File: src/rtl/control_fsm.sv
// control_fsm: multi-cycle control unit for the non-pipelined MIPS-style core.
// Define CTRL_ILLEGAL_TRAP_EN to trap illegal opcodes into a sticky HALT state.
module control_fsm #(
  parameter int FETCH_WAIT = 1
) (
  input  logic        Clk,
  input  logic        Reset,
  input  logic [31:0] Instr,
  input  logic        Zero,
  output logic        pc_reset,
  output logic        pc_lden,
  output logic        pc_sel,
  output logic        mux_rf_b_sel,
  output logic        alu_bin_sel,
  output logic [3:0]  alu_func,
  output logic        mem_wren,
  output logic        rf_wr_data_sel,
  output logic        rf_write,
  output logic        halted
);
  typedef enum logic [2:0] {
    FETCH, DECODE, EXEC, MEM, WB
`ifdef CTRL_ILLEGAL_TRAP_EN
    , HALT
`endif
  } state_t;
  localparam logic [3:0] LAST = 4'(FETCH_WAIT - 1);
  state_t state;
  logic [3:0] cnt;
  logic [5:0] opc;
  logic r_type, addlike, andi, ori, imm, beq, bne, bj, br, lw, sw, legal;
  logic active, br_take, nop_ld;
  logic unused_bits;
  assign unused_bits = ^Instr[25:4];
  assign opc = Instr[31:26];
  assign r_type = opc == 6'b100000;
  assign addlike = opc == 6'b111000 || opc == 6'b111001 || opc == 6'b110000;
  assign andi = opc == 6'b110010;
  assign ori = opc == 6'b110011;
  assign imm = addlike || andi || ori;
  assign beq = opc == 6'b000000;
  assign bne = opc == 6'b000001;
  assign bj = opc == 6'b111111;
  assign br = beq || bne || bj;
  assign lw = opc == 6'b001111;
  assign sw = opc == 6'b011111;
  assign legal = r_type || imm || br || lw || sw;
  assign active = state == DECODE || state == EXEC || state == MEM || state == WB;
  assign br_take = beq ? Zero : bne ? !Zero : 1'b1;
  always_comb begin
    alu_func = !active ? 4'b0000 : r_type ? Instr[3:0] : andi ? 4'b0010 : ori ? 4'b0011 : br ? 4'b0001 : 4'b0000;
    alu_bin_sel = active && (imm || lw || sw);
    mux_rf_b_sel = active && (br || sw);
    rf_wr_data_sel = active && lw;
    pc_sel = state == EXEC && br && br_take;
  end
  // Enables are gated by Reset so an aborted instruction never commits.
  assign pc_reset = Reset;
  assign pc_lden = !Reset && (state == WB || (state == MEM && sw) || (state == EXEC && br) || nop_ld);
  assign mem_wren = !Reset && state == MEM && sw;
  assign rf_write = !Reset && state == WB;
`ifdef CTRL_ILLEGAL_TRAP_EN
  localparam state_t ILL_NEXT = HALT;
  assign nop_ld = 1'b0;
`else
  localparam state_t ILL_NEXT = FETCH;
  assign nop_ld = state == DECODE && !legal;
  assign halted = 1'b0;
`endif
  always_ff @(posedge Clk) begin
    if (Reset) begin
      state <= FETCH;
      cnt <= '0;
`ifdef CTRL_ILLEGAL_TRAP_EN
      halted <= 1'b0;
`endif
    end else begin
      cnt <= (state == FETCH && cnt != LAST) ? cnt + 4'd1 : '0;
`ifdef CTRL_ILLEGAL_TRAP_EN
      halted <= halted || (state == DECODE && !legal);
`endif
      case (state)
        FETCH: state <= cnt == LAST ? DECODE : FETCH;
        DECODE: state <= legal ? EXEC : ILL_NEXT;
        EXEC: state <= br ? FETCH : (lw || sw) ? MEM : WB;
        MEM: state <= sw ? FETCH : WB;
        WB: state <= FETCH;
`ifdef CTRL_ILLEGAL_TRAP_EN
        HALT: state <= HALT;
`endif
        default: state <= FETCH;
      endcase
    end
  end
endmodule

File: config.mk
export PLATFORM = sky130hd
export DESIGN_NAME = control_fsm
export DESIGN_NICKNAME = d
export VERILOG_FILES = /design/src/rtl/control_fsm.sv
export SDC_FILE = /design/constraint.sdc
export NUM_CORES = 1
export LEC_CHECK = 0
export ABC_AREA = 1
export CORE_MARGIN = 3
export CORE_UTILIZATION = 31
export CTS_BUF_LIST = sky130_fd_sc_hd__clkbuf_2 sky130_fd_sc_hd__clkbuf_4 sky130_fd_sc_hd__clkbuf_8
export DETAILED_ROUTE_END_ITERATION = 8
export GPL_TIMING_DRIVEN = 0
export PLACE_DENSITY_LB_ADDON = 0.2
export SYNTH_ARGS = -nofsm -noshare
export SYNTH_HDL_FRONTEND = slang
export SYNTH_SLANG_ARGS = --single-unit
File: constraint.sdc
create_clock -name Clk -period 1.06 [get_ports Clk]
set_clock_uncertainty 0.05 [all_clocks]
set_input_delay 0.106 -clock Clk [delete_from_list [all_inputs] [get_ports Clk]]
set_output_delay 0.106 -clock Clk [all_outputs]
set_load 0.01 [all_outputs]
### Word-level counts from Yosys, hierarchy flattened

Index checks and enable logic that the tools add are counted.

* register bits after elaboration: 7
* output and inout bits: 13
* input port bits: 35

* equal/unequal tests: 14
* $add $sub $neg: 1
* reductions and logical operators: 40
* bitwise operators: 1
* mux-type cells: 13

Operators by type and width (count)
* 6-bit equality test (second input constant): 7
* 1-bit logical OR: 20
* 1-bit logical AND: 12
* 3-bit one-hot mux with 4 select lines: 1
* 3-bit two-way mux: 3
* 4-bit two-way mux: 2
* 3-bit by 2-bit equality test with 1-bit output (second input constant): 2
* 6-bit by 1-bit equality test with 1-bit output (second input constant): 1
* 6-bit by 4-bit equality test with 1-bit output (second input constant): 1
* 6-bit by 5-bit equality test with 1-bit output (second input constant): 1
* 6-bit zero test: 1
* 2-bit two-way mux: 3
* 4-bit by 1-bit adder with 4-bit output (second input constant): 1
* 4-bit zero test: 1
* 1-bit two-way mux: 4
* 4-bit nonzero test: 1
* 3-bit by 1-bit equality test with 1-bit output (second input constant): 1
* 3-bit equality test (second input constant): 1
* 1-bit zero test: 3
* 3-bit zero test: 1
* 2-bit OR reduction: 1
* 1-bit inverter: 1

### Longest topological paths before layout

* depth after elaboration: 13
* depth in mapped cells: 8
* depth with buffers taken out: 8

### Worst setup path before layout

OpenSTA, ideal clock, no wires.

* path kind: register to output
* start: register state[1]
* end: output alu_func[0]
* cell stages (with the launch flop): 6
* slack: -0.007 ns
* path buffers: 0
* data arrival time: 0.911 ns
* required time: 0.904 ns
* path through: dfxtp_1 > nor2_1 > nand2_1 > nand3_1 > inv_1 > a21oi_1

* word-level cells in the longest chain between the ends: 5
* elaborated cells between the ends (all ways): 8

RTL lines
* start, declared: line 28 `state_t state;`
* start signal, assigned: line 83 `FETCH: state <= cnt == LAST ? DECODE : FETCH;`
* start signal, assigned: line 84 `DECODE: state <= legal ? EXEC : ILL_NEXT;`
* start signal, assigned: line 85 `EXEC: state <= br ? FETCH : (lw || sw) ? MEM : WB;`
* 3-bit by 1-bit equality test with 1-bit output or 3-bit by 2-bit equality test with 1-bit output (tied branches): line 48 `assign active = state == DECODE || state == EXEC || state == MEM || state == WB;`
* 1-bit logical OR (2 in series): line 48
* 1-bit logical OR (*): line 48
* 4-bit two-way mux (*): line 51 `alu_func = !active ? 4'b0000 : r_type ? Instr[3:0] : andi ? 4'b0010 : ori ? 4'b0011 : br ? 4'b0001 : 4'b0000;`
* end, declared: line 15 `output logic [3:0] alu_func,`

Mark *: on every way between the ends. The rest lies on a longest branch, timed or not.

### Final worst setup path

* start: register state[1]
* end: output pc_lden

* word-level cells in the longest chain between the ends: 6
* elaborated cells between the ends (all ways): 11

RTL lines
* 3-bit by 2-bit equality test with 1-bit output: line 59 `assign pc_lden = !Reset && (state == WB || (state == MEM && sw) || (state == EXEC && br) || nop_ld);`
* 1-bit logical AND: line 59
* 1-bit logical OR (2 in series): line 59
* 1-bit logical OR (*): line 59
* 1-bit logical AND (*): line 59
* end, declared: line 11 `output logic pc_lden,`

Marks and branches as above.

==> flow_summary.json <==
{
  "status": "complete, but fails checks",
  "violations": "negative setup slack",
  "antenna_cells": 0,
  "grt_use_met1": 0.164,
  "yosysUniqueCellTypes": 26,
  "drive_gt1_frac": 0.556,
  "grt_pass1_wl_um": 2930,
  "clk_pin_slew_worst_paths_ns": 0.05,
  "hold_path.class": "input pin to register",
  "synthMuxAreaShare": 0,
  "finalWorstSetupSlack_ns": -0.350,
  "die_w_um": 51.2,
  "antenna_found_initial": 0,
  "critPathLaunchType": "register",
  "timing.hold.ws_ns": 0.0455,
  "fmax_ghz": 0.709,
  "synth_area_um2": 634,
  "final_common_cell": "nand2_1",
  "setup_viol": 15,
  "cts_tree": "built",
  "row_count": 15,
  "first_global_vias": 693,
  "synth_area_per_cell_um2": 6.28,
  "hold_buffers": 0,
  "irDropWorstVdd_v": 0.000724,
  "ys_ff_latch": 7,
  "place_hpwl_um": 1290,
  "routedWlPerCell_um": 11.6,
  "synth_xor_area_frac": 0.0138,
  "p_total_w": 0.000784,
  "power.density_nw_per_um2": 684,
  "core_um2": 1820,
  "numPortBuffers": 24,
  "start_util": 0.348,
  "grt_busiest_layer": "met2",
  "clockBufferDepth": 2,
  "cts-root-buf": "clkbuf_4",
  "grtUsageMet3": 0.0496,
  "period_needed_ns": 1.41,
  "numCtsBuffers": 3,
  "worstPathRequired_ns": 0.90,
  "final_cell_mix": "nand2_1, buf_4, buf_2",
  "synth_warnings": 0,
  "cts_sinks": 7,
  "post-route-period-util": 1.33,
  "htreeDepth": 1,
  "fp.dieH_um": 51.2,
  "drt_pre_antenna_iters": 4,
  "wirelength_um": 1940,
  "route.detailed.drc": 0,
  "rsz0062_at_grt": "true",
  "worstSkewPairLatency_ns": 0.25,
  "synth_top_family_by_area": "simple AND/OR/NAND/NOR gates",
  "postSynthCellCount": 101,
  "yosys.area_share.simple": 0.481,
  "track_usage": 0.146,
  "cp_max_fo": 4,
  "drt_iter0_drc": 21,
  "hold_viol_final": 0,
  "p_leak_nw": 0.547,
  "overflow": 0,
  "place_congestion": 0.849,
  "syn2layout_area_growth_pct": 80.7,
  "crit_path_end_kind": "primary output",
  "synthAdderAreaFrac": 0.0394,
  "final_nets": 180,
  "dp_cells": 150,
  "arrival_ns": 1.25,
  "grt_start_max_net_pins": 7,
  "yosysSeqAreaShare": 0.221,
  "io_pins": 48,
  "synth_compound_area_frac": 0.144,
  "die_area_um2": 2630,
  "vias": 805,
  "path_class": "register to primary output",
  "syn_nets": 138,
  "maxCapViolations": 0,
  "finalNonFillerCells": 167,
  "ant_nets": 0,
  "slew_violations": 0,
  "grt_util_met2": 0.262,
  "avgViaCountPerCell": 4.82
}
worst paths after layout:
check / from / end / slack, ns / cells past startpoint
min reg2reg: cnt[0] / cnt[0] / 0.38 / 1
max: state[1] / pc_lden / -0.35 / 6
max reg2reg: state[1] / state[0] / -0.27 / 8
min: Reset / state[2] / 0.05 / 2
state kept, by name (all words and copies together), names as in the netlist:
| signal | flops |
|---|---|
| state | 3 |
| cnt | 4 |
critical path: stages, from the launching register on:
cell	delay [ns]
dfxtp_4	0.39
buf_6	0.11
nand2_4	0.06
nor2_4	0.14
a21oi_2	0.07
a21oi_2	0.11
buf_2	0.13
layout make-up:
type / instances / area [um2]
Buffer: 2 / 15.0
Clock buffer: 4 / 30.0
Fill cell: 161 / 674
Inverter: 12 / 50.0
Multi-Input combinational cell: 80 / 574
Sequential cell: 7 / 153
Tap cell: 25 / 31.3
Timing Repair Buffer: 37 / 293
synth_stat cells:
cell type | instances | share of area
a21oi_1 | 5 | 0.039
a21oi_2 | 2 | 0.028
buf_4 | 2 | 0.024
conb_1 | 1 | 0.0059
dfxtp_1 | 7 | 0.22
ha_1 | 2 | 0.039
inv_1 | 11 | 0.065
inv_2 | 1 | 0.0059
nand2_1 | 24 | 0.14
nand2_2 | 3 | 0.030
nand2_4 | 1 | 0.018
nand3_1 | 9 | 0.071
nand3_2 | 1 | 0.016
nand4_1 | 1 | 0.0099
nor2_1 | 16 | 0.095
nor2_2 | 5 | 0.049
nor2_4 | 1 | 0.018
nor3_1 | 1 | 0.0079
nor3_2 | 1 | 0.016
nor4_1 | 1 | 0.0099
o211a_1 | 1 | 0.016
o21a_1 | 1 | 0.012
o21ai_1 | 1 | 0.0079
o21bai_4 | 1 | 0.030
o31ai_1 | 1 | 0.012
xnor2_1 | 1 | 0.014
logic make-up (layout without fill, tap and decap cells):
| family | count (synthesis) | after routing |
|---|---|---|
| XOR/XNOR | 1 | 1 |
| flip-flops | 7 | 7 |
| AND/OR/NAND/NOR | 64 | 64 |
| buffers and inverters | 14 | 55 |
| other | 1 | 1 |
| AO/OA/AOI/OAI | 12 | 12 |
| adder cells (fa/ha/maj) | 2 | 2 |
report_power, final:
part	switching [W]	internal (W)	leakage, nW
logic	0.000130	0.000117	0.469
clock network	0.0000900	0.000169	0.0184
registers	0.0000129	0.000265	0.0594
total	0.000233	0.000551	0.547
layer usage:
metal / wire length (um) / part of all wire / up-vias
met4: 31 / 0.016 / 0
met1: 790 / 0.41 / 374
met3: 110 / 0.057 / 4
met2: 1010 / 0.52 / 23
met5: 0 / 0 / -
li1: - / - / 404
per-stage QoR:
stage,utilization,setup WS (ns),setup TNS [ns],area (um2)
2_1_floorplan,-,-0.00700,-0.0140,637
3_3_place_gp,0.499,-0.955,-11.59,908
3_5_place_dp,0.499,-0.987,-11.81,908
4_1_cts,0.557,-0.354,-3.63,1010
5_1_grt,0.630,-0.429,-5.04,1150
6_report,0.630,-0.350,-3.97,1150
what timing repair did:
action	CTS	global route
pin swaps	20	9
resized for setup	85	30
endpoints found under the setup margin	16	19
setup buffers	7	6
(Power assumes the default switching activity.)
